<file path="src/rtl/cgra_ctrl_pkg.sv">
// Shared types and default sizing for the CGRA execution controller,
// PE array and BRAM interface.
package cgra_ctrl_pkg;

  localparam int unsigned IADDR_W_DEF  = 12;
  localparam int unsigned PIPE_LAT_DEF = 4;
  localparam int unsigned CNT_W_DEF    = 32;

  typedef enum logic [1:0] {
    ST_IDLE  = 2'd0,
    ST_RUN   = 2'd1,
    ST_DRAIN = 2'd2,
    ST_DONE  = 2'd3
  } exec_state_e;

endpackage

</file>
<file path="src/rtl/cgra_sat_counter.sv">
// Saturating up-counter with synchronous clear; clear wins over enable.
module cgra_sat_counter #(
  parameter int unsigned W = 32
) (
  input  logic         clk,
  input  logic         rst_n,
  input  logic         clr,
  input  logic         en,
  output logic [W-1:0] count
);

  // Count enabled cycles, sticking at all-ones.
  always_ff @(posedge clk or negedge rst_n) begin
    if (!rst_n) begin
      count <= '0;
    end else if (clr) begin
      count <= '0;
    end else if (en && (count != {W{1'b1}})) begin
      count <= count + W'(1);
    end
  end

endmodule

</file>
<file path="src/rtl/cgra_exec_ctrl.sv">
// Kernel sequencer for the PE torus: host start/done handshake, instruction
// address stepping, pipeline drain and BRAM-port ownership flag.
module cgra_exec_ctrl
  import cgra_ctrl_pkg::*;
#(
  parameter int unsigned IADDR_W  = IADDR_W_DEF,
  parameter int unsigned PIPE_LAT = PIPE_LAT_DEF,
  parameter int unsigned CNT_W    = CNT_W_DEF
) (
  input  logic               Clk,
  input  logic               Resetn,
  input  logic               Computation_Start,
  output logic               Computation_Done,
  input  logic [IADDR_W-1:0] Cfg_Len,
  input  logic               Stall,
  output logic [IADDR_W-1:0] Inst_Addr,
  output logic               Inst_Rd,
  output logic               PE_Array_Busy,
  output logic [CNT_W-1:0]   Cycle_Count
);

  localparam int unsigned     DRN_W    = (PIPE_LAT > 1) ? $clog2(PIPE_LAT) : 1;
  localparam logic [DRN_W-1:0] DRN_LOAD = DRN_W'(PIPE_LAT - 1);

  exec_state_e        state_q, state_d;
  logic [IADDR_W-1:0] len_q, len_d;
  logic [IADDR_W-1:0] addr_q, addr_d;
  logic [DRN_W-1:0]   drn_q, drn_d;
  logic               rd_q, rd_d;
  logic               busy_q, busy_d;
  logic               done_q, done_d;
  logic               cnt_clr_c;
  logic               cnt_en_c;
  logic               last_addr_c;

  // Final instruction of the kernel is currently being presented.
  assign last_addr_c = (addr_q == (len_q - IADDR_W'(1)));

  // State and registered outputs.
  always_ff @(posedge Clk or negedge Resetn) begin
    if (!Resetn) begin
      state_q <= ST_IDLE;
      len_q   <= '0;
      addr_q  <= '0;
      drn_q   <= '0;
      rd_q    <= 1'b0;
      busy_q  <= 1'b0;
      done_q  <= 1'b0;
    end else begin
      state_q <= state_d;
      len_q   <= len_d;
      addr_q  <= addr_d;
      drn_q   <= drn_d;
      rd_q    <= rd_d;
      busy_q  <= busy_d;
      done_q  <= done_d;
    end
  end

  // Next state and next output values; Stall freezes all progress.
  always_comb begin
    state_d   = state_q;
    len_d     = len_q;
    addr_d    = addr_q;
    drn_d     = drn_q;
    rd_d      = 1'b0;
    busy_d    = 1'b0;
    done_d    = 1'b0;
    cnt_clr_c = 1'b0;
    cnt_en_c  = 1'b0;
    case (state_q)
      ST_IDLE: begin
        if (Computation_Start) begin
          len_d     = Cfg_Len;
          addr_d    = '0;
          busy_d    = 1'b1;
          cnt_clr_c = 1'b1;
          if (Cfg_Len != '0) begin
            state_d = ST_RUN;
            rd_d    = 1'b1;
          end else begin
            state_d = ST_DRAIN;
            drn_d   = DRN_LOAD;
          end
        end
      end
      ST_RUN: begin
        busy_d = 1'b1;
        if (!Stall) begin
          cnt_en_c = 1'b1;
          if (last_addr_c) begin
            state_d = ST_DRAIN;
            drn_d   = DRN_LOAD;
          end else begin
            addr_d = addr_q + IADDR_W'(1);
            rd_d   = 1'b1;
          end
        end
      end
      ST_DRAIN: begin
        busy_d = 1'b1;
        if (!Stall) begin
          cnt_en_c = 1'b1;
          if (drn_q == '0) begin
            state_d = ST_DONE;
            busy_d  = 1'b0;
            done_d  = 1'b1;
            addr_d  = '0;
          end else begin
            drn_d = drn_q - DRN_W'(1);
          end
        end
      end
      ST_DONE: begin
        done_d = 1'b1;
        addr_d = '0;
        if (!Computation_Start) begin
          state_d = ST_IDLE;
          done_d  = 1'b0;
        end
      end
      default: begin
        state_d = ST_IDLE;
      end
    endcase
  end

  // Non-stalled RUN/DRAIN cycles of the current or most recent kernel.
  cgra_sat_counter #(
    .W(CNT_W)
  ) u_cycle_cnt (
    .clk   (Clk),
    .rst_n (Resetn),
    .clr   (cnt_clr_c),
    .en    (cnt_en_c),
    .count (Cycle_Count)
  );

  assign Computation_Done = done_q;
  assign Inst_Addr        = addr_q;
  assign Inst_Rd          = rd_q;
  assign PE_Array_Busy    = busy_q;

endmodule
</file>
<file path="config.mk">
export PLATFORM = sky130hd
export DESIGN_NAME = cgra_exec_ctrl
export DESIGN_NICKNAME = d
export VERILOG_FILES = /design/src/rtl/cgra_ctrl_pkg.sv /design/src/rtl/cgra_sat_counter.sv /design/src/rtl/cgra_exec_ctrl.sv
export SDC_FILE = /design/constraint.sdc
export NUM_CORES = 1
export LEC_CHECK = 0
export BUFFER_PORTS_ARGS = -buffer_cell sky130_fd_sc_hd__buf_2
export CAP_MARGIN = 25
export CORE_MARGIN = 4
export CORE_UTILIZATION = 57
export DETAILED_ROUTE_END_ITERATION = 7
export HOLD_SLACK_MARGIN = 0.1
export PLACE_DENSITY = 0.78
export SLEW_MARGIN = 20
export SYNTH_ARGS = -nofsm -noshare
export SYNTH_HDL_FRONTEND = slang
export SYNTH_HIERARCHICAL = 1
export SYNTH_SLANG_ARGS = --single-unit
</file>
<file path="constraint.sdc">
create_clock -name Clk -period 3.9 [get_ports Clk]
set_input_delay 0.195 -clock Clk [delete_from_list [all_inputs] [get_ports Clk]]
set_output_delay 0.195 -clock Clk [all_outputs]
set_load 0.01 [all_outputs]
</file>
==> summary.md <==
| Metric | Value |
|---|---|
| Routed via count | between 3k and 4k |
| Post_cts resized | 0 |
| Antenna diodes | 0 |
| Final-stage net count | 513 |
| Final setup violation count | 0 |
| Leak | around 2.1 nW |
| Die width | 90.81 um |
| Share of layout cells above drive strength 1 | 23.94% |
| Worst-path cell chain | inv_1 -> ha_1 -> or3b_4 -> or4_1 -> a2111oi_2 -> nand4_1 -> a211oi_2 -> buf_4 -> nor2_1 -> mux2_2 |
| Via/cell ratio | 6.196 |
| Die H | ~91 um |
| Sink Count | 63 |
| Area growth syn-to-layout | 16.20% |
| Main area contributors after synthesis | dfrtp_1 (40%), mux2_2 (4.6%), xnor2_1 (4.5%) |
| RSZ-0062 raised after global routing | no |
| Clk slew on worst S/H paths | roughly 70 ps |
| HP Start | Cfg_Len[4] |
| DR pass1 iterations | 4 |
| Maxcap violations | 0 |
| Fin. Hold Viols | 0 |
| Crit share post-route | slightly below 90% |
| Worst hold path type | in -> reg |
| IO Port Bufs | between 60 and 70 |
| CP bufs+invs | 2 |
| Period minus WS final | 3401 ps |
| Count leader, synth | dfrtp_1 |
| First-pass GRT wire length | approximately 16 mm |
| Setup CP Type | reg -> reg |
| Gr ovfl total | 0 |
| Slew Viols, Final | 0 |
| Max_slew headroom | 57.58% |
| CP required | between 4000 and 5000 ps |
| CP Launch Type | flop |
| Post-Place Cells | 548 |
| Worst reg2reg path depth | 10 |
| Max Clk Rate | 0.2940 GHz |
| Vias in the first global route | between 3k and 4k |
| Syn_area_per_cell | 9.307 sq um |
| # DRC | 0 |
| Hold Crit Endpoint | len_q[4] |
| DR iter-0 viols | around 280 |
| Drt wl/cell | between 15 and 20 um |
| Reg2reg end | Inst_Addr[0] |
| Clk Latency, worst-skew pair | 340 ps |
| Mapped Cells | between 400 and 500 |
| HPWL Detailed | 6.723 mm |
| Leading cell types by count after synthesis | dfrtp_1 (63), nand2_1 (35), nor2_1 (31), nand3_1 (29), inv_1 (21) |
| Inserted Clock Buffers | 9 |
| Row cnt | 29 |
| Cell Area, Synth | between 0.003 and 0.004 sq mm |
| CTS tree | yes |
| Worst Setup End Kind | flop |
| Setup tns final | 0 ps |
| # Post-CTS Setup Buffers | 0 |
| Post-synth net total | between 400 and 500 |
| Starting Density | around 60% |
| Number of distinct library cells after synthesis | 59 |
| Seq/Total Area, Yosys | between 40 and 50% |
| Post-route cell area | between 0.004 and 0.005 sq mm |
| Crit path DAT | about 3600 ps |
| Critical-path top delay cell | or4_1 |
| Ys Warns | 6 |
| Synth Register Bits | 63 |
| Clk root buf | clkbuf_8 |
| Clock Skew | around 6.3 ps |
| Reg-to-Reg Start | len_q[0] |
| Largest net degree at the start of global routing | 40 |
| Placed instance area | about 0.0043 sq mm |
| Initial antenna violation count | 0 |
| Slowest Stage Delay on Critical Path | approximately 500 ps |
| H-tree levels | 3 |
| Core ar. | about 0.0065 sq mm |
| Final wirelength | between 9 and 10 mm |
| GRT Util Overall | between 20% and 30% |
| Most used DFF post-synth | dfrtp_1 |
| EDFF count, synth | 0 |
| Delay-heaviest family, CP | simple AND/OR/NAND/NOR gates |
| Reg-to-reg slack, setup | approximately 500 ps |
| Number of top-level pins | 63 |
| Worst Tran Pin Value | approximately 630 ps |
| Final std cells w/o fill | 570 |
| Die footprint | approximately 0.008 sq mm |
| Top cell type's share of synthesized area | about two fifths |
| Ys async rst share | 100.0% |
| CTS Hold Bufs | 5 |
| Final ANT Viol Nets | 0 |
| Worst-case clock buffer depth | 2 |
| Status | complete, no violations |
| RD Place Congestion | 0.8618 |
| PD cells | between 500 and 600 mW/mm^2 |
| Worst Hold Depth | 2 |
| Largest area contributor in the netlist | dfrtp_1 |
| Maximum vdd drop | roughly 0.28 mV |
| Power after layout | about 2.3 mW |
| CP max FO | 22 |
how the worst max path moves through the flow:
stage                               to  cells past startpoint  slack (ps)      from
final                     Inst_Addr[0]                     10         500  len_q[0]
after global routing      Inst_Addr[0]                     10         340  len_q[0]
after CTS                 Inst_Addr[0]                     10         530  len_q[0]
after detailed placement  Inst_Addr[0]                     10         580  len_q[0]
after global placement    Inst_Addr[0]                     10         700  len_q[0]
after floorplan               drn_q[0]                     10         910  len_q[0]
flip-flops by register name (all words and copies together), names as in the netlist:
name	count
len_q	12
Inst_Addr	12
u_cycle_cnt/count	32
drn_q	2
Computation_Done	1
Inst_Rd	1
state_q	2
PE_Array_Busy	1
metal layers:
| layer | vias up | GRT usage (%) | part of all wire [%] |
|---|---|---|---|
| li1 | 1664 | - | - |
| met1 | 1725 | 32.77 | 45 |
| met2 | 125 | 36.01 | 47 |
| met3 | 18 | 5.500 | 6.5 |
| met4 | 0 | 7.412 | 1.6 |
| met5 | - | 0 | 0 |
area by class of cell:
| cell class | instances | area (sq um) |
|---|---|---|
| multi-input cells | 320 | 2175 |
| flip-flops and latches | 63 | 1577 |
| repair buffers | 73 | 407.9 |
| fillers | 525 | 1953 |
| inverters | 21 | 78.83 |
| well taps | 77 | 96.34 |
| clock inverters | 5 | 56.30 |
| clock buffers | 11 | 151.4 |
through the flow:
| stage | hold slack (ps) | setup WS, ps | util (%) |
|---|---|---|---|
| after floorplan | -100.6 | 909.2 | - |
| after global placement | 214.9 | 702.3 | 65.81 |
| after detailed placement | 229.0 | 578.0 | 65.81 |
| after CTS | 100.6 | 530.6 | 69.77 |
| after global routing | 100.4 | 338.5 | 69.93 |
| final | 113.7 | 498.7 | 69.93 |
cells by family (layout without fill, tap and decap cells):
kind of cell               count (synthesis)  after routing  synth area share (%)
buffers and inverters                     37            110                 4.033
and+or+nand+nor                          191            191                 27.43
DFF                                       63             63                 40.33
AOI/OAI and AO/OA                         74             74                 13.44
xor gates and xnor gates                  25             25                 5.602
muxes                                     21             21                 6.274
adders and majority gates                  9              9                 2.881
cell usage in the layout, fill, tap and decap left out, types with 16 or more instances in the layout:
| cell type | instances |
|---|---|
| a21oi_1 | 17 |
| buf_2 | 62 |
| dfrtp_1 | 63 |
| inv_1 | 21 |
| mux2_2 | 16 |
| nand2_1 | 35 |
| nand3_1 | 29 |
| nor2_1 | 31 |
| or4_1 | 16 |
| xnor2_1 | 20 |
where the power goes:
group	leakage [nW]	internal (mW)	total (mW)	switching (mW)
registers	0.775	0.781	1.01	0.227
clock network	0.105	0.329	0.588	0.259
logic	1.18	0.362	0.754	0.392
total	2.06	1.47	2.35	0.878
(Power assumes the default switching activity.)
